==> src/rtl/axi_pkg.sv <==
// Shared AXI4 encodings and the line-master state type.
//   BURST_INCR : incrementing burst type
//   SIZE_WORD  : 4-byte beat size
//   RESP_OKAY  : normal-access response code
//   state_e    : line-master FSM states
package axi_pkg;

  localparam logic [1:0] BURST_INCR = 2'b01;
  localparam logic [2:0] SIZE_WORD  = 3'b010;
  localparam logic [1:0] RESP_OKAY  = 2'b00;

  typedef enum logic [2:0] {
    StIdle,
    StAr,
    StR,
    StAw,
    StW,
    StB,
    StDone
  } state_e;

endpackage

==> src/rtl/axi_line_master.sv <==
// AXI4 burst master that turns one cache-line request into a single INCR burst.
// A fill reads LINE_WORDS beats into the line buffer. A write-back streams the
// latched line out on W and waits for the B response. One resp_valid pulse reports
// completion, with resp_err set on any non-OKAY response or burst-length anomaly.
//
// Ports:
//   clk, rst                     clock, asynchronous active-high reset
//   req_valid/req_ready          request handshake (req_ready high only in idle)
//   req_write, req_addr          1 = write-back / 0 = fill, line address
//   req_wdata                    write-back line, word 0 in bits [31:0]
//   resp_valid/rdata/err         one-cycle completion, fill data, error flag
//   ar*/r*/aw*/w*/b*             AXI4 master channels toward the memory slave
module axi_line_master
  import axi_pkg::*;
#(
  parameter int unsigned LINE_WORDS = 4,
  parameter logic [3:0]  AXI_ID     = 4'd0
) (
  input  logic                    clk,
  input  logic                    rst,
  // Cache-controller side
  input  logic                    req_valid,
  output logic                    req_ready,
  input  logic                    req_write,
  input  logic [31:0]             req_addr,
  input  logic [32*LINE_WORDS-1:0] req_wdata,
  output logic                    resp_valid,
  output logic [32*LINE_WORDS-1:0] resp_rdata,
  output logic                    resp_err,
  // AR channel
  output logic                    arvalid,
  input  logic                    arready,
  output logic [31:0]             araddr,
  output logic [3:0]              arid,
  output logic [7:0]              arlen,
  output logic [2:0]              arsize,
  output logic [1:0]              arburst,
  // R channel
  input  logic                    rvalid,
  output logic                    rready,
  input  logic [31:0]             rdata,
  input  logic [1:0]              rresp,
  input  logic                    rlast,
  input  logic [3:0]              rid,
  // AW channel
  output logic                    awvalid,
  input  logic                    awready,
  output logic [31:0]             awaddr,
  output logic [3:0]              awid,
  output logic [7:0]              awlen,
  output logic [2:0]              awsize,
  output logic [1:0]              awburst,
  // W channel
  output logic                    wvalid,
  input  logic                    wready,
  output logic [31:0]             wdata,
  output logic [3:0]              wstrb,
  output logic                    wlast,
  // B channel
  input  logic                    bvalid,
  output logic                    bready,
  input  logic [1:0]              bresp,
  input  logic [3:0]              bid
);

  localparam int unsigned OFF = $clog2(LINE_WORDS * 4);
  localparam int unsigned CW  = $clog2(LINE_WORDS);
  localparam logic [CW-1:0] LAST = CW'(LINE_WORDS - 1);

  state_e         state;
  logic [CW-1:0]  cnt;
  logic           err;
  logic           b_seen;
  logic [31:0]    addr_q;
  logic [31:0]    line_q [LINE_WORDS];

  logic [CW-1:0]  cnt_inc;
  logic           last_beat;
  logic           r_beat_err;
  logic           b_new;
  logic           b_new_err;
  logic           unused_inputs;

  assign cnt_inc   = cnt + CW'(1);
  assign last_beat = (cnt == LAST);
  // A beat is bad on a non-OKAY response, or when rlast disagrees with the
  // expected final beat (early rlast, or missing rlast on the last word).
  assign r_beat_err = (rresp != RESP_OKAY) || (rlast != last_beat);
  // Only the first B handshake counts; repeats from a sloppy slave are dropped.
  assign b_new     = bvalid && !b_seen;
  assign b_new_err = b_new && (bresp != RESP_OKAY);

  assign araddr  = addr_q;
  assign awaddr  = addr_q;
  assign arid    = AXI_ID;
  assign awid    = AXI_ID;
  assign arlen   = 8'(LINE_WORDS - 1);
  assign awlen   = 8'(LINE_WORDS - 1);
  assign arsize  = SIZE_WORD;
  assign awsize  = SIZE_WORD;
  assign arburst = BURST_INCR;
  assign awburst = BURST_INCR;
  assign wstrb   = 4'hF;

  for (genvar gi = 0; gi < LINE_WORDS; gi++) begin : g_rdata
    assign resp_rdata[gi*32 +: 32] = line_q[gi];
  end

  assign unused_inputs = ^{rid, bid, req_addr[OFF-1:0]};

  always_ff @(posedge clk or posedge rst) begin
    if (rst) begin
      state      <= StIdle;
      req_ready  <= 1'b0;
      resp_valid <= 1'b0;
      resp_err   <= 1'b0;
      arvalid    <= 1'b0;
      rready     <= 1'b0;
      awvalid    <= 1'b0;
      wvalid     <= 1'b0;
      wlast      <= 1'b0;
      wdata      <= 32'h0;
      bready     <= 1'b0;
      cnt        <= '0;
      err        <= 1'b0;
      b_seen     <= 1'b0;
      addr_q     <= 32'h0;
      for (int i = 0; i < LINE_WORDS; i++) line_q[i] <= 32'h0;
    end else begin
      unique case (state)
        StIdle: begin
          // Also raises req_ready on the first cycle after reset.
          req_ready <= 1'b1;
          if (req_ready && req_valid) begin
            req_ready <= 1'b0;
            addr_q    <= {req_addr[31:OFF], {OFF{1'b0}}};
            for (int i = 0; i < LINE_WORDS; i++) line_q[i] <= req_wdata[i*32 +: 32];
            if (req_write) begin
              awvalid <= 1'b1;
              state   <= StAw;
            end else begin
              arvalid <= 1'b1;
              state   <= StAr;
            end
          end
        end

        StAr: begin
          if (arready) begin
            arvalid <= 1'b0;
            rready  <= 1'b1;
            state   <= StR;
          end
        end

        StR: begin
          if (rvalid) begin
            line_q[cnt] <= rdata;
            cnt         <= cnt_inc;
            if (r_beat_err) err <= 1'b1;
            if (rlast || last_beat) begin
              rready     <= 1'b0;
              resp_valid <= 1'b1;
              resp_err   <= err || r_beat_err;
              state      <= StDone;
            end
          end
        end

        StAw: begin
          if (awready) begin
            awvalid <= 1'b0;
            wvalid  <= 1'b1;
            wdata   <= line_q[0];
            wlast   <= (LINE_WORDS == 1);
            bready  <= 1'b1;
            state   <= StW;
          end
        end

        StW: begin
          if (b_new) begin
            b_seen <= 1'b1;
            if (b_new_err) err <= 1'b1;
          end
          if (wready) begin
            cnt <= cnt_inc;
            if (wlast) begin
              wvalid <= 1'b0;
              wlast  <= 1'b0;
              // A B response on this very cycle counts as already recorded.
              if (b_seen || bvalid) begin
                bready     <= 1'b0;
                resp_valid <= 1'b1;
                resp_err   <= err || b_new_err;
                state      <= StDone;
              end else begin
                state <= StB;
              end
            end else begin
              wdata <= line_q[cnt_inc];
              wlast <= (cnt_inc == LAST);
            end
          end
        end

        StB: begin
          if (bvalid) begin
            b_seen     <= 1'b1;
            bready     <= 1'b0;
            resp_valid <= 1'b1;
            resp_err   <= err || b_new_err;
            state      <= StDone;
          end
        end

        StDone: begin
          resp_valid <= 1'b0;
          req_ready  <= 1'b1;
          cnt        <= '0;
          err        <= 1'b0;
          b_seen     <= 1'b0;
          state      <= StIdle;
        end

        default: state <= StIdle;
      endcase
    end
  end

endmodule

==> config.mk <==
export PLATFORM = sky130hd
export DESIGN_NAME = axi_line_master
export DESIGN_NICKNAME = d
export VERILOG_FILES = /design/src/rtl/axi_pkg.sv /design/src/rtl/axi_line_master.sv
export SDC_FILE = /design/constraint.sdc
export NUM_CORES = 1
export LEC_CHECK = 0
export BUFFER_PORTS_ARGS = -buffer_cell sky130_fd_sc_hd__buf_4
export CORE_ASPECT_RATIO = 2
export CORE_MARGIN = 8
export CORE_UTILIZATION = 30
export DETAILED_ROUTE_END_ITERATION = 8
export RECOVER_POWER = 25
export SLEW_MARGIN = 20
export SYNTH_ARGS = -nofsm -noshare
export SYNTH_HDL_FRONTEND = slang
export SYNTH_SLANG_ARGS = --single-unit
==> constraint.sdc <==
create_clock -name clk -period 7 [get_ports clk]
set_clock_uncertainty 0.1 [all_clocks]
set_input_delay 0.7 -clock clk [delete_from_list [all_inputs] [get_ports clk]]
set_output_delay 0.7 -clock clk [all_outputs]
set_load 0.005 [all_outputs]
# Word-level counts from Yosys, hierarchy flattened
# Index checks and enable logic that the tools add are counted.
# word_totals
regBits	204
input_bits	214
word_cells	162
# op_classes
add_sub_neg	1
n_lt_le_gt_ge	3
n_eq_ne	24
mux	74
bitwise	2
n_reduce_logical	39
# op_table
cell	n
2-to-1 mux 128 bit	2
case mux 128 bit (2 select lines)	1
2-to-1 mux 32 bit	6
bitwise mux 128 bit	1
binary-select mux 32 bit (select 2 bit)	1
demux 32 bit (select 2 bit)	1
case mux 32 bit (2 select lines)	1
2-to-1 mux 1 bit	36
!= test 2 bit (second input constant)	15
2-to-1 mux 3 bit	8
AND reduction 4 bit	5
case mux 3 bit (6 select lines)	1
nonzero test 2 bit	8
AND reduction 7 bit	2
case mux 1 bit (2 select lines)	6
case mux 1 bit (3 select lines)	4
AND reduction 3 bit	4
nonzero test 3 bit	4
== test 3 bit (second input constant)	3
2-to-1 mux 2 bit	4
AND reduction 8 bit	1
== test 3 x 2 -> 1 bit (second input constant)	2
greater-or-equal comparator 3 bit (second input constant)	2
NOT 2 -> 3 bit	2
15 further kinds	23

# Logic depth before layout (Yosys ltp)
# Gate-level depths: netlist of run 1.
# logic_depth
ltp_word	8
mapped_depth	9

# Worst setup path before layout of run 1
# Ideal clock, no wire load.
# synth_timing
kind	flip-flop to flip-flop
from	register cnt[0]
to	register wdata[13]
setup_time_ns	0.122
arrival_ns	2.063
required_ns	6.778
slack_ns	4.716
stages_incl_launch_ff	10
n_path_buf	3
cell_sequence	dfrtp_1 > clkbuf_1 > inv_1 > ha_1 > clkbuf_1 > buf_2 > mux2_2 > o22ai_1 > and2_1 > o2bb2ai_1
# synth_via
elab_chain_len	8
# synth_lines
item	line_no	source
from (decl)	axi_line_master.sv:71	logic [CW-1:0] cnt;
from (signal assigned)	axi_line_master.sv:159	cnt <= cnt_inc;
from (signal assigned)	axi_line_master.sv:187	cnt <= cnt_inc;
adder 2 x 1 -> 2 bit	axi_line_master.sv:84	assign cnt_inc = cnt + CW'(1);
NOT 2 -> 3 bit (implied by the code)	axi_line_master.sv:201	wdata <= line_q[cnt_inc];
binary-select mux 32 bit (select 2 bit)	axi_line_master.sv:201	
2-to-1 mux 32 bit (implied by the code) (2 in series)	axi_line_master.sv:201	
2-to-1 mux 32 bit	axi_line_master.sv:188	if (wlast) begin
2-to-1 mux 32 bit	axi_line_master.sv:186	if (wready) begin
case mux 32 bit (2 select lines)	axi_line_master.sv:130	unique case (state)
to (signal assigned)	axi_line_master.sv:174	wdata <= line_q[0];
to (signal assigned)	axi_line_master.sv:201	
to (decl)	axi_line_master.sv:56	output logic [31:0] wdata,
# Every way passes these cells. The select of a mux whose other input is x is not followed.
# A chain may end at the register's enable or synchronous reset.

==> results_dict.tcl, run 1 <==
set metrics [dict create \
    status "finished, violations left" \
    violations "capacitance limit, slew limit" \
    ant_nets 0 \
    timing.fmax_ghz 0.2376 \
    cap_violations 2 \
    fin_cells 1983 \
    setup_viol 0 \
    cp-start-kind "primary input" \
    htreeDepth 1 \
    whs_ns 0.3174 \
    fin_crit_ns 4.208 \
    finalSetupTns_ns 0 \
    synthDistinctLibCells 47 \
    wl_per_cell_um 24.52 \
    synth_seq_cells 204 \
    synth_area_per_cell_um2 9.175 \
    dr_total_vias 10360 \
    synth_area_um2 10830 \
    drive_above_1_share 0.3538 \
    cp_data_required_time_ns 7.23 \
    crit_chain "clkbuf_4, clkinvlp_2, clkbuf_2" \
    syn_inst 1180 \
    clockBufferDepth 3 \
    grt_start_max_net_pins 85 \
    post_cts_buffers 0 \
    numCtsBuffers 21 \
    rows 98 \
    yosysSeqAreaShare 0.4715 \
    syn2layout_area_growth_pct 35.46 \
    initial_core_util 0.3034 \
    crit_path_max_incr_delay_ns 2.04 \
    portBuffers 426 \
    dr.pass1.iters 5 \
    synth_ff_type "dfrtp_1" \
    die-area_um2 42790 \
    cts-hold-fix-buffers 0 \
    cp_max_fo 80 \
    fill_cells 3639 \
    synthDominantCellAreaShare 0.4715 \
    synth_edf_count 0 \
    hold_violations 0 \
    dp_hpwl_mm 33.57 \
    hold_class "in -> reg" \
    ys_warn_count 0 \
    grt-ovfl-total 0 \
    cts_sinks 204 \
    avgViaCountPerCell 5.226 \
    slew_violations 142 \
    cp.arrival_ns 4.44 \
    drc 0 \
    ys_async_sr_fraction 1.000 \
    fin_nets 1736 \
    dp_cells 1943 \
    core-area_um2 35680 \
    grt_antenna_before_repair 4 \
    die_w_um 150.3 \
    grt_pass1_vias 10930 \
    drt-initial-drc-count 503 \
    cts_resized 0 \
    totalWireLength_mm 48.62 \
    yosys.area.top_type "dfrtp_1" \
    tightest_slew_ns 3.710 \
    clk_latency_ns 0.51 \
    slowest_stage "clkinvlp_2" \
    design.portCount 485 \
    fin_area_um2 14670 \
    placed_area_um2 14010 \
    cts_tree "yes" \
    maxSlewHeadroom -1.487 \
    p_per_area_nw_per_um2 464.7 \
    setup.worst_path.class "in -> async" \
    fp.dieH_um 284.7 \
    grt_usage 0.2202 \
    cp-end-kind "async pin" \
    p_leak_nw 7.320 \
    regArea_um2 5106 \
    multi_input_area_um2 4997 \
    grt_pass1_wl_mm 71.13 \
    synth_area_leaders "dfrtp_1 (47%), and3_1 (7.4%), mux2_2 (6.6%)" \
    rsz0062_at_grt "false" \
    fin_crit_sh 0.6012 \
    cts_root_buffer "clkbuf_16" \
    routabilityCongestion 0.8357 \
    peakVddDrop_mv 0.3632 \
    clk_pin_slew_ns 0.06 \
]
## per-layer routing
metal / track usage / wire (um) / up-vias
li1: - / - / 4727
met1: 0.2367 / 17420 / 5057
met2: 0.4018 / 25620 / 478
met3: 0.03995 / 3440 / 98
met4: 0.1027 / 2119 / 4
met5: 0 / 24 / -
## layout make-up
| cell class | count | area share |
|---|---|---|
| Sequential cell | 204 | 0.3482 |
| Multi-Input combinational cell | 839 | 0.3408 |
| Timing Repair Buffer | 440 | 0.2228 |
| Clock buffer | 31 | 0.04317 |
| Tap cell | 450 | 0.03839 |
| Clock inverter | 4 | 0.003071 |
| Inverter | 11 | 0.002901 |
| Antenna cell | 4 | 0.0006825 |
## state kept, by name, summed over array words and instances, names as in the netlist
register,count
bready,1
wvalid,1
wdata,32
err,1
wlast,1
awvalid,1
resp_rdata,128
b_seen,1
cnt,2
resp_valid,1
rready,1
req_ready,1
arvalid,1
araddr,28
resp_err,1
state,3
## power by group
part	switching [W]	leakage, nW	internal, W
Combinational	0.00190	4.43	0.00155
Clock	0.000500	0.339	0.000659
Sequential	0.000492	2.55	0.00171
Total	0.00289	7.32	0.00392
## Yosys cell counts, types with 2 or more instances
| library cell | number |
|---|---|
| a31oi_1 | 2 |
| a21oi_1 | 138 |
| o22a_1 | 2 |
| nor2_1 | 9 |
| ha_1 | 5 |
| o22ai_1 | 32 |
| nor3_1 | 3 |
| buf_1 | 4 |
| nand2b_1 | 2 |
| a32oi_2 | 4 |
| o21ai_1 | 58 |
| or3_1 | 3 |
| nand3_1 | 4 |
| conb_1 | 2 |
| nor2b_1 | 3 |
| inv_1 | 11 |
| buf_4 | 75 |
| and2_1 | 32 |
| nand3b_1 | 2 |
| o311ai_0 | 2 |
| dfrtp_1 | 204 |
| o21ai_0 | 111 |
| clkbuf_1 | 69 |
| o2bb2ai_1 | 32 |
| and3_1 | 128 |
| buf_2 | 11 |
| clkbuf_2 | 11 |
| nand2_1 | 140 |
| mux2_2 | 63 |
## worst paths after layout
check,start,cells past startpoint,slack [ns],to
max,rst,3,2.79,wdata[29]$_DFFE_PP0P_
max reg2reg,cnt[0]$_DFFE_PP0P_,6,3.19,resp_rdata[13]$_DFFE_PP0P_
max in group clk,cnt[0]$_DFFE_PP0P_,6,3.19,resp_rdata[13]$_DFFE_PP0P_
min,req_addr[17],2,0.32,araddr[17]$_DFFE_PP0P_
min reg2reg,wdata[19]$_DFFE_PP0P_,1,0.39,wdata[19]$_DFFE_PP0P_
min in group asynchronous,rst,2,1.17,resp_rdata[112]$_DFFE_PP0P_
## placed cells by master, fill, tap and decap left out, types with 2 or more instances in the layout
| cell | netlist | final |
|---|---|---|
| a21oi_1 | 138 | 138 |
| a32oi_4 | 0 | 4 |
| and2_1 | 32 | 32 |
| and3_1 | 128 | 128 |
| buf_4 | 75 | 419 |
| clkbuf_1 | 69 | 17 |
| clkbuf_16 | 0 | 21 |
| clkbuf_4 | 0 | 5 |
| clkbuf_8 | 0 | 7 |
| clkinv_2 | 0 | 3 |
| conb_1 | 2 | 46 |
| dfrtp_1 | 204 | 203 |
| diode_2 | 0 | 4 |
| ha_2 | 0 | 4 |
| inv_1 | 11 | 10 |
| mux2_2 | 63 | 63 |
| nand2_1 | 140 | 138 |
| nand2_2 | 1 | 2 |
| nand2b_1 | 2 | 2 |
| nand3_1 | 4 | 4 |
| nand3b_1 | 2 | 2 |
| nor2_1 | 9 | 9 |
| nor2b_1 | 3 | 3 |
| nor3_1 | 3 | 3 |
| nor3b_4 | 1 | 2 |
| o21ai_0 | 111 | 110 |
| o21ai_1 | 58 | 58 |
| o22a_1 | 2 | 2 |
| o22ai_1 | 32 | 32 |
| o2bb2ai_1 | 32 | 32 |
| o311ai_0 | 2 | 2 |
| or3_1 | 3 | 3 |
## cell families after synthesis
kind of cell	count (synthesis)	share of synthesized area
buffers and inverters	181	0.09130
other	2	0.0006937
DFF	204	0.4715
and+or+nand+nor	335	0.1616
muxes	64	0.06645
AOI/OAI and AO/OA	389	0.2027
adders and majority gates	5	0.005778
## worst max-delay path, delay by kind of cell
| family | cells | cell delay, ns |
|---|---|---|
| buffers and inverters | 3 | 3.61 |
## through the flow
step                      setup WS (ns)  utilization  power (W)
final                             2.792       0.4110   0.006815
after global routing              2.062       0.4109   0.007264
after CTS                         3.138       0.4117   0.006917
after detailed placement          3.169       0.3927   0.005738
after global placement            3.179       0.3927   0.005671
after floorplan                  0.6326            -   0.003923
Power figures use the tool's default switching activity.
==> inputs of run 2 (changes only) <==
--- a/config.mk
+++ b/config.mk
@@ -5,6 +5,7 @@
 export SDC_FILE = /design/constraint.sdc
 export NUM_CORES = 1
 export LEC_CHECK = 0
+export ABC_AREA = 1
 export BUFFER_PORTS_ARGS = -buffer_cell sky130_fd_sc_hd__buf_4
 export CORE_ASPECT_RATIO = 2
 export CORE_MARGIN = 8
==> constraint.sdc (replaced) <==
create_clock -name clk -period 3.99 [get_ports clk]
set_clock_uncertainty 0.1 [all_clocks]
set_input_delay 0.399 -clock clk [delete_from_list [all_inputs] [get_ports clk]]
set_output_delay 0.399 -clock clk [all_outputs]
set_load 0.005 [all_outputs]
==> run 2 against run 1 <==
  * The flow now finishes without violations
  * Combinational power up 130%
  * Count of clock-buffer cells in the layout fell by 5
  * Largest cell class is now multi-input gates
  * Sequential share of layout area decreased by 3.1 points
  * Hold slack worse by 0.24 ns
==> results_dict.tcl, run 2 <==
set metrics [dict create \
    fill_cells 4240 \
    cp-start-kind "flop" \
    synth_area_leaders "dfrtp_1 (42%), nand2_1 (25%), o21ai_0 (6.9%)" \
    cts-hold-fix-buffers 29 \
    wl_per_cell_um 19.45 \
    synth_edf_count 0 \
    yosys.area.top_type "dfrtp_1" \
    cp_max_fo 64 \
    setup_viol 0 \
    largest_reg_flops 128 \
    dp_cells 2614 \
    cts_root_buffer "clkbuf_16" \
    pwr-share-seq 0.283 \
    rows 104 \
    tightest_slew_ns 1.082 \
    synthDominantCellAreaShare 0.4198 \
    grt_antenna_before_repair 3 \
    cp_data_required_time_ns 4.30 \
    dr_total_vias 12700 \
    grt-ovfl-total 0 \
    power_w 0.01410 \
    die-area_um2 47630 \
    clkPwrFrac 0.153 \
    fin_cells 2684 \
    cts_resized 0 \
    switching_power_w 0.006847 \
    grt_usage 0.2126 \
    maxSlewHeadroom 0.2747 \
    slew_violations 0 \
    fin_crit_ns 3.083 \
    routabilityCongestion 0.9373 \
    dr.pass1.iters 5 \
    portBuffers 426 \
    r2r_setup_slack_ns 0.91 \
    dp_hpwl_mm 36.38 \
    avgViaCountPerCell 4.730 \
    syn_inst 1782 \
    drc 0 \
    numCtsBuffers 21 \
    status "finished, final reports clean" \
    finalWorstSetupSlack_ns 0.9075 \
    ys_warn_count 0 \
    r2r-start "state[2]$_DFFE_PP0P_" \
    synth_area_um2 12160 \
    grt_start_max_net_pins 127 \
    final_cell_mix "nand2_1 (802), buf_4 (382), dfrtp_1 (203)" \
    htreeDepth 1 \
    pwr-share-comb 0.564 \
    fin_nets 2355 \
    fin_crit_sh 0.7726 \
    timing.fmax_ghz 0.3244 \
    totalWireLength_mm 52.20 \
    cap_violations 0 \
    hold_class "in -> reg" \
    final_common_cell "nand2_1" \
    hold_violations 0 \
    design.portCount 485 \
    clk_pin_slew_ns 0.07 \
    p_leak_nw 8.329 \
    core-area_um2 40080 \
    pre_cts_ws_ns 0.9070 \
    fin_util 0.4012 \
    drive_above_1_share 0.2134 \
    swShare 0.4856 \
    drt-initial-drc-count 761 \
    cp-end-kind "flop" \
    grt_pass1_vias 12670 \
    regArea_um2 5106 \
    die_w_um 158.4 \
    p_int_w 0.007254 \
    initial_core_util 0.3034 \
    synth_area_per_cell_um2 6.825 \
    clockBufferDepth 3 \
    cts_tree "yes" \
    finalSetupTns_ns 0 \
    synthDistinctLibCells 30 \
    p_per_area_nw_per_um2 876.9 \
    ys_async_sr_fraction 1.000 \
    post_cts_buffers 0 \
    peakVddDrop_mv 0.6948 \
    setup.worst_path.class "reg -> reg" \
    hp-start "awready" \
    syn2layout_area_growth_pct 32.22 \
    fp.dieH_um 300.7 \
    cp.arrival_ns 3.39 \
    critPathLaunch "state[2]$_DFFE_PP0P_" \
    rsz0062_at_grt "false" \
    clk_latency_ns 0.52 \
    synth.most_common_cell "nand2_1" \
    ys_top_cells_by_count "nand2_1 (802), dfrtp_1 (204), o21ai_0 (168), inv_1 (150), o21ai_1 (128)" \
    ant_nets 0 \
    grt_pass1_wl_mm 77.17 \
    synth_ff_type "dfrtp_1" \
    yosysSeqAreaShare 0.4198 \
    synth_seq_cells 204 \
    multi_input_area_um2 5512 \
    cts_sinks 204 \
]
run 2: cell type report:
type / instances / area share
multi-input combinational: 1284 / 0.3427
clock buffer: 26 / 0.03385
inverter: 154 / 0.03610
timing repair buffer: 471 / 0.2167
clock inverter: 12 / 0.01136
antenna: 3 / 0.0004669
tap: 530 / 0.04124
sequential: 204 / 0.3175
run 2: through the flow:
stage / cell area, um^2 / hold WS, ns
after floorplan: 12330 / 0.3635
after global placement: 15220 / 0.3635
after detailed placement: 15220 / 0.3687
after CTS: 16240 / 0.03945
after global routing: 16080 / 0.06816
final: 16080 / 0.07628
run 2: critical path, cell delays in order, from the launching register on:
cell and delay, ns:
dfrtp_1 0.55, clkinvlp_2 0.32, nand4_4 0.50, nand2_4 0.32, nand3_4 0.72, o21ai_1 0.41
run 2: power groups by stage:
| stage | combinational, W | sequential [W] | clock, W |
|---|---|---|---|
| finish | 0.00795 | 0.00399 | 0.00216 |
| global route | 0.00895 | 0.00413 | 0.00230 |
| CTS | 0.00824 | 0.00399 | 0.00222 |
| detailed placement | 0.00817 | 0.00402 | 0 |
| global placement | 0.00809 | 0.00398 | 0 |
| floorplan | 0.00493 | 0.00380 | 0 |
run 2: logic make-up after synthesis:
logic type / synth area share
simple gates: 0.3085
buf+inv: 0.1415
compound gates: 0.1245
flops: 0.4198
fa+ha+maj: 0.005144
other cells: 0.0006175
run 2: final timing paths:
kind / endpoint / cells after the start
min in group asynchronous: resp_rdata[76]$_DFFE_PP0P_ / 3
setup / recovery: resp_rdata[70]$_DFFE_PP0P_ / 5
setup reg to reg: resp_rdata[70]$_DFFE_PP0P_ / 5
hold reg to reg: wdata[2]$_DFFE_PP0P_ / 2
max in group asynchronous: resp_rdata[124]$_DFFE_PP0P_ / 4
hold / removal: wvalid$_DFFE_PP0P_ / 3
run 2: routing by layer:
layer / vias to the layer above / global-route usage / share of wire
met5: - / 0 / 0
met4: 0 / 0.1011 / 0.044
met3: 106 / 0.03837 / 0.070
met2: 518 / 0.3832 / 0.52
met1: 5919 / 0.2339 / 0.37
li1: 6153 / - / -
